$ cat src/rtl/isa_dma_sample_sink.sv
// XT-bus I/O responder that takes 8-bit samples from CPU port writes or single-mode 8237 DMA,
// buffers them in a FIFO and replays them onto sample_out at a programmable rate.
module isa_dma_sample_sink #(
  parameter logic [9:0]  IO_BASE     = 10'h2C0,
  parameter int unsigned WAIT_STATES = 2,
  parameter int unsigned DEPTH       = 16,
  parameter int unsigned DREQ_LEVEL  = 12
) (
  input  logic        clock,
  input  logic        reset_n,
  input  logic [19:0] address,
  input  logic [7:0]  internal_data_bus,
  output logic [7:0]  data_bus_out,
  output logic        data_bus_out_enable,
  input  logic        io_read_n,
  input  logic        io_write_n,
  input  logic        address_enable_n,
  output logic        dma_request,
  input  logic        dma_acknowledge_n,
  input  logic        terminal_count_n,
  output logic        io_channel_ready,
  output logic        interrupt_request,
  output logic [7:0]  sample_out,
  output logic        sample_strobe
);
  localparam int unsigned AW = $clog2(DEPTH);
  localparam int unsigned CW = AW + 1;
  localparam logic [2:0]    WS_LOAD  = 3'(WAIT_STATES);
  localparam logic [CW-1:0] FULL_CNT = CW'(DEPTH);
  localparam logic [CW-1:0] DREQ_CNT = CW'(DREQ_LEVEL);

  logic          ior_q, ior_d, iow_q, iow_d;
  logic [2:0]    ws_q, ws_d;
  logic [7:0]    dout_q, dout_d;
  logic          dma_en_q, dma_en_d, irq_en_q, irq_en_d, irq_q, irq_d;
  logic          overrun_q, overrun_d, tc_seen_q, tc_seen_d;
  logic [15:0]   rate_div_q, rate_div_d, rc_q, rc_d;
  logic          dreq_q, dreq_d, pending_q, pending_d;
  logic [7:0]    sample_q, sample_d;
  logic          strobe_q, strobe_d;
  logic [AW-1:0] wptr_q, wptr_d, rptr_q, rptr_d;
  logic [CW-1:0] count_q, count_d;
  logic [7:0]    mem_q [DEPTH];
  logic [7:0]    mem_d [DEPTH];

  logic       cpu_sel, dma_sel, ior_fall, ior_rise, iow_fall, iow_rise;
  logic       access_start, cpu_rd_start, status_rd_end, cpu_wr, dma_wr;
  logic       flush, push_req, tc_hit, pop_en, push_en;
  logic [1:0] reg_sel;
  logic [7:0] rd_mux;
  logic       addr_hi_unused;

  // The upper address lines take no part in an XT I/O decode.
  assign addr_hi_unused = ^address[19:10];

  // Bus decode and strobe edge detection against the registered strobes.
  always_comb begin
    reg_sel       = address[1:0];
    cpu_sel       = address_enable_n & (address[9:2] == IO_BASE[9:2]);
    dma_sel       = ~dma_acknowledge_n;
    ior_fall      = ior_q & ~io_read_n;
    ior_rise      = ~ior_q & io_read_n;
    iow_fall      = iow_q & ~io_write_n;
    iow_rise      = ~iow_q & io_write_n;
    access_start  = (cpu_sel & (ior_fall | iow_fall)) | (dma_sel & iow_fall);
    cpu_rd_start  = cpu_sel & ior_fall;
    status_rd_end = cpu_sel & ior_rise & (reg_sel == 2'd0);
    cpu_wr        = cpu_sel & dma_acknowledge_n & iow_rise;
    dma_wr        = dma_sel & iow_rise;
    flush         = cpu_wr & (reg_sel == 2'd0) & internal_data_bus[1];
    push_req      = (cpu_wr & (reg_sel == 2'd3)) | dma_wr;
    tc_hit        = dma_wr & ~terminal_count_n;
  end

  // Next-state logic for registers, FIFO, rate engine and DMA handshake.
  always_comb begin
    ior_d      = io_read_n;
    iow_d      = io_write_n;
    ws_d       = ws_q;
    dout_d     = dout_q;
    dma_en_d   = dma_en_q;
    irq_en_d   = irq_en_q;
    irq_d      = irq_q;
    overrun_d  = overrun_q;
    tc_seen_d  = tc_seen_q;
    rate_div_d = rate_div_q;
    rc_d       = rc_q;
    pending_d  = pending_q;
    sample_d   = sample_q;
    wptr_d     = wptr_q;
    rptr_d     = rptr_q;
    count_d    = count_q;
    mem_d      = mem_q;
    rd_mux     = 8'h00;

    if (access_start) begin
      ws_d = WS_LOAD;
    end else if (ws_q != 3'd0) begin
      ws_d = ws_q - 3'd1;
    end else begin
      ws_d = 3'd0;
    end

    case (reg_sel)
      2'd0:    rd_mux = {irq_q, overrun_q, tc_seen_q, 5'(count_q)};
      2'd1:    rd_mux = rate_div_q[7:0];
      2'd2:    rd_mux = rate_div_q[15:8];
      2'd3:    rd_mux = sample_q;
      default: rd_mux = 8'h00;
    endcase
    if (cpu_rd_start) begin
      dout_d = rd_mux;
    end else begin
      dout_d = dout_q;
    end

    if (cpu_wr && (reg_sel == 2'd0)) begin
      dma_en_d = internal_data_bus[0];
      irq_en_d = internal_data_bus[2];
    end else if (cpu_wr && (reg_sel == 2'd1)) begin
      rate_div_d[7:0] = internal_data_bus;
    end else if (cpu_wr && (reg_sel == 2'd2)) begin
      rate_div_d[15:8] = internal_data_bus;
    end else begin
      rate_div_d = rate_div_q;
    end

    if (status_rd_end) begin
      irq_d = 1'b0;
    end else begin
      irq_d = irq_q;
    end
    if (tc_hit) begin
      tc_seen_d = 1'b1;
      dma_en_d  = 1'b0;
      irq_d     = irq_q | irq_en_q;
    end else begin
      tc_seen_d = tc_seen_q;
    end

    // The counter free-runs at zero while rate_div is zero, so a new rate starts on the next clock.
    if (rc_q == 16'd0) begin
      rc_d = rate_div_q;
    end else begin
      rc_d = rc_q - 16'd1;
    end
    pop_en  = (rc_q == 16'd0) && (rate_div_q != 16'd0) && (count_q != {CW{1'b0}}) && !flush;
    push_en = push_req && !flush && ((count_q != FULL_CNT) || pop_en);

    if (push_req && !flush && (count_q == FULL_CNT) && !pop_en) begin
      overrun_d = 1'b1;
    end else begin
      overrun_d = overrun_q;
    end

    if (push_en) begin
      mem_d[wptr_q] = internal_data_bus;
      wptr_d        = wptr_q + AW'(1);
    end else begin
      wptr_d = wptr_q;
    end
    if (pop_en) begin
      sample_d = mem_q[rptr_q];
      rptr_d   = rptr_q + AW'(1);
    end else begin
      sample_d = sample_q;
    end
    strobe_d = pop_en;

    case ({push_en, pop_en})
      2'b10:   count_d = count_q + CW'(1);
      2'b01:   count_d = count_q - CW'(1);
      default: count_d = count_q;
    endcase

    if (flush) begin
      wptr_d    = {AW{1'b0}};
      rptr_d    = {AW{1'b0}};
      count_d   = {CW{1'b0}};
      overrun_d = 1'b0;
      tc_seen_d = 1'b0;
    end else begin
      count_d = count_d;
    end

    // A transfer is pending from the acknowledged request until its write strobe completes.
    if (dma_wr) begin
      pending_d = 1'b0;
    end else if (dma_sel && dreq_q) begin
      pending_d = 1'b1;
    end else begin
      pending_d = pending_q;
    end
    dreq_d = dma_en_q && (count_q < DREQ_CNT) && !pending_q && dma_acknowledge_n;
  end

  // State registers.
  always_ff @(posedge clock or negedge reset_n) begin
    if (!reset_n) begin
      ior_q      <= 1'b1;
      iow_q      <= 1'b1;
      ws_q       <= 3'd0;
      dout_q     <= 8'h00;
      dma_en_q   <= 1'b0;
      irq_en_q   <= 1'b0;
      irq_q      <= 1'b0;
      overrun_q  <= 1'b0;
      tc_seen_q  <= 1'b0;
      rate_div_q <= 16'd0;
      rc_q       <= 16'd0;
      dreq_q     <= 1'b0;
      pending_q  <= 1'b0;
      sample_q   <= 8'h80;
      strobe_q   <= 1'b0;
      wptr_q     <= {AW{1'b0}};
      rptr_q     <= {AW{1'b0}};
      count_q    <= {CW{1'b0}};
      for (int i = 0; i < DEPTH; i++) mem_q[i] <= 8'h00;
    end else begin
      ior_q      <= ior_d;
      iow_q      <= iow_d;
      ws_q       <= ws_d;
      dout_q     <= dout_d;
      dma_en_q   <= dma_en_d;
      irq_en_q   <= irq_en_d;
      irq_q      <= irq_d;
      overrun_q  <= overrun_d;
      tc_seen_q  <= tc_seen_d;
      rate_div_q <= rate_div_d;
      rc_q       <= rc_d;
      dreq_q     <= dreq_d;
      pending_q  <= pending_d;
      sample_q   <= sample_d;
      strobe_q   <= strobe_d;
      wptr_q     <= wptr_d;
      rptr_q     <= rptr_d;
      count_q    <= count_d;
      for (int i = 0; i < DEPTH; i++) mem_q[i] <= mem_d[i];
    end
  end

  assign data_bus_out        = dout_q;
  assign data_bus_out_enable = cpu_sel & ~io_read_n;
  assign io_channel_ready    = (ws_q == 3'd0);
  assign dma_request         = dreq_q;
  assign interrupt_request   = irq_q;
  assign sample_out          = sample_q;
  assign sample_strobe       = strobe_q;
endmodule

$ cat config.mk
export PLATFORM = sky130hd
export DESIGN_NAME = isa_dma_sample_sink
export DESIGN_NICKNAME = d
export VERILOG_FILES = /design/src/rtl/isa_dma_sample_sink.sv
export SDC_FILE = /design/constraint.sdc
export NUM_CORES = 1
export LEC_CHECK = 0
export CAP_MARGIN = 20
export CORE_MARGIN = 8
export CORE_UTILIZATION = 26
export CTS_CLUSTER_DIAMETER = 150
export DETAILED_ROUTE_END_ITERATION = 10
export GPL_ROUTABILITY_DRIVEN = 0
export PLACE_DENSITY = 0.4
export SYNTH_ARGS = -nofsm -noshare
export SYNTH_HDL_FRONTEND = slang
export SYNTH_SLANG_ARGS = --single-unit
$ cat constraint.sdc
create_clock -name clock -period 3.5 [get_ports clock]
set_input_delay 0.7 -clock clock [delete_from_list [all_inputs] [get_ports clock]]
set_output_delay 0.7 -clock clock [all_outputs]
set_load 0.02 [all_outputs]
==> qor.yml <==
via_count: 6050
hold_viol: 0
core-area_sq_um: 38800
p_leak_nw: 5.64
cp_max_fo: 2
slowest_delay_ns: 0.50
ioPinCount: 56
port_buffers: 45
slew_violations: 0
clock_latency_ns: 0.52
period_minus_slack_ns: 3.22
end_kind: "flip-flop"
rsz0062_at_grt: "no"
grt_max_degree: 82
die-width_microns: 215
grt_pass1_wl_mm: 42.7
ys_seq_elements: 202
setup_viol: 0
fill_cells: 3868
met1_usage: 0.172
drtAntennaViolNets: 0
relSlewSlack: 0.299
preCtsSetupSlack_ns: -0.234
ys_warn_count: 0
synthArstFlopShare: 1.00
critPathSlowestCell: "or4_4"
arrival_ns: 3.66
die-area_sq_um: 46000
clockBufferDepth: 3
power_density_nw_per_um2: 594
grtUsageMet2: 0.176
cts_tree: "built"
synth_flop_cell: "dfrtp_1"
finClkSkew_ns: 0.0130
drt_iter0_markers: 276
first_pass_iters: 8
syn2layout_area_growth_pct: 20.0
placementRows: 72
fin_nets: 835
max_freq_mhz: 310
numCtsBuffers: 25
antenna_found_initial: 0
initial_utilization: 0.264
timing.rr.end: "count_q[4]$_DFFE_PN0P_"
gr-total-overflow: 0
synth_edf_count: 0
maxCapViolations: 0
post_drt_wl_per_cell_microns: 20.6
setup_slack_ns: 0.275
peakVddDrop_uv: 228
clk_pin_slew_worst_paths_ns: 0.05
grt_usage: 0.118
criticalPathCategory: "primary input to flip-flop"
synthesis.area_sq_um: 10300
worstPathCellList: "clkdlybuf4s50_1, or3b_1, or4_4, or2_2, nand3_1, inv_1, ha_1, nor2b_1, o21ai_0, nand2b_1, nand3b_1, a21o_1, a21oi_1"
crit_path_start_kind: "primary input"
synth.distinct_cells: 56
worst_hold_slack_ns: 0.231
netlist.area_leader.share: 0.486
drive_gt1_frac: 0.375
reg2reg_depth: 13
vias_per_cell: 4.57
avgSynthCellArea_sq_um: 14.1
min_path_type: "primary input to asynchronous set/reset pin"
final_cell_mix: "dfrtp_1 (198), mux2_4 (120), nor2_1 (43), clkdlybuf4s50_1 (43), mux2_2 (39)"
grt_pass1_vias: 6508
cts.sinks: 202
syn_nets: 770
synthCells: 725
die_h_microns: 215
path_buf_inv: 2
wl_mm: 27.2
final_common_cell: "dfrtp_1"
diodes: 0
status: "completed"
fin_util: 0.317
cts_hold_buf: 0
cts.htree.levels: 1
ff2ff_setup_slack_ns: 0.32
grt.busiest_layer: "met2"
root_buffer: "clkbuf_16"
finalCritPeriodShare: 0.921
drc: 0
synth.area.top_cells: "dfrtp_1 (49%), mux2_4 (18%), mux4_2 (7.0%), mux2_2 (4.3%), mux2i_1 (2.1%)"
use_met3: 0.0213
cp.required_ns: 3.94
timing.rr.start: "rc_q[3]$_DFF_PN0_"
tightest_slew_ns: 1.05
yosysTopAreaCell: "dfrtp_1"
critical_path.top_delay_family: "simple AND/OR/NAND/NOR gates"
hpwl_mm: 18.2
yosysSeqAreaShare: 0.493
## worst max path at each step
stage,start,end,slack (ns),depth (start not counted)
4_1_cts,address_enable_n,data_bus_out_enable,0.06,6
3_3_place_gp,address_enable_n,count_q[4]$_DFFE_PN0P_,-0.25,13
2_1_floorplan,address[3],count_q[4]$_DFFE_PN0P_,0.01,14
3_5_place_dp,address_enable_n,count_q[4]$_DFFE_PN0P_,-0.23,13
6_report,address_enable_n,count_q[4]$_DFFE_PN0P_,0.28,13
5_1_grt,rc_q[3]$_DFF_PN0_,count_q[4]$_DFFE_PN0P_,0.11,13
## registers in the layout, indices dropped and copies added, names as in the netlist
name / count
pending_q: 1
irq_en_q: 1
count_q: 5
dma_en_q: 1
rate_div_q: 16
ws_q: 3
dma_request: 1
rptr_q: 4
wptr_q: 4
mem_q: 128
ior_q: 1
sample_out: 8
iow_q: 1
rc_q: 16
tc_seen_q: 1
sample_strobe: 1
interrupt_request: 1
data_bus_out: 8
overrun_q: 1
## metal layers
| metal | part of all wire | up-vias | wire length (microns) |
|---|---|---|---|
| li1 | - | 2762 | - |
| met1 | 0.51 | 3134 | 13800 |
| met2 | 0.43 | 110 | 11700 |
| met4 | 0.029 | 0 | 777 |
| met5 | 0 | - | 0 |
| met3 | 0.037 | 44 | 1020 |
## area by class of cell
type,count,area (sq um),area share
Inverter,11,41.3,0.00336
Multi-Input combinational cell,461,4820,0.391
Clock inverter,5,52.6,0.00427
Timing Repair Buffer,89,907,0.0737
Sequential cell,202,5060,0.411
Tap cell,518,648,0.0527
Clock buffer,39,778,0.0633
## metrics by stage
stage               power (mW)  area [sq um]  TNS [ns]  instances
floorplan                 4.29         10300         0        725
global placement          4.77         11400    -15.72       1280
detailed placement        4.78         11400    -13.42       1280
CTS                       7.42         12300         0       1324
global route              7.71         12300         0       1325
finish                    7.31         12300         0       1325
## where the power goes
group          leakage (nW)  switching, mW  internal (mW)
registers              2.66          0.348           2.86
logic                  2.58          0.548          0.987
clock network         0.411          0.981           1.59
## cell usage after synthesis, drive strengths merged, types with 7 or more instances
cell type,count
buf,34
nor3b,7
nor3,10
clkbuf,17
inv,11
mux4,32
mux2i,22
nor4,9
ha,9
a21oi,25
nand2,28
a21o,11
a22oi,8
and3,17
mux2,159
o21ai,9
nor2,43
xnor2,11
dfrtp,199
## repair_timing
action                                  CTS  global route
endpoints found under the setup margin    0             2
gates resized for setup                   0             2
setup buffers                             0             0
## cells by family (layout without fill, tap and decap cells)
family	count (synthesis)	after routing	synth area share
mux	213	213	0.310
flops	202	202	0.493
simple gates	151	151	0.0842
compound gates	70	70	0.0472
buf+inv	62	144	0.0372
xor+xnor	17	17	0.0145
fa+ha+maj	10	10	0.0129
Power figures use the tool's default switching activity.
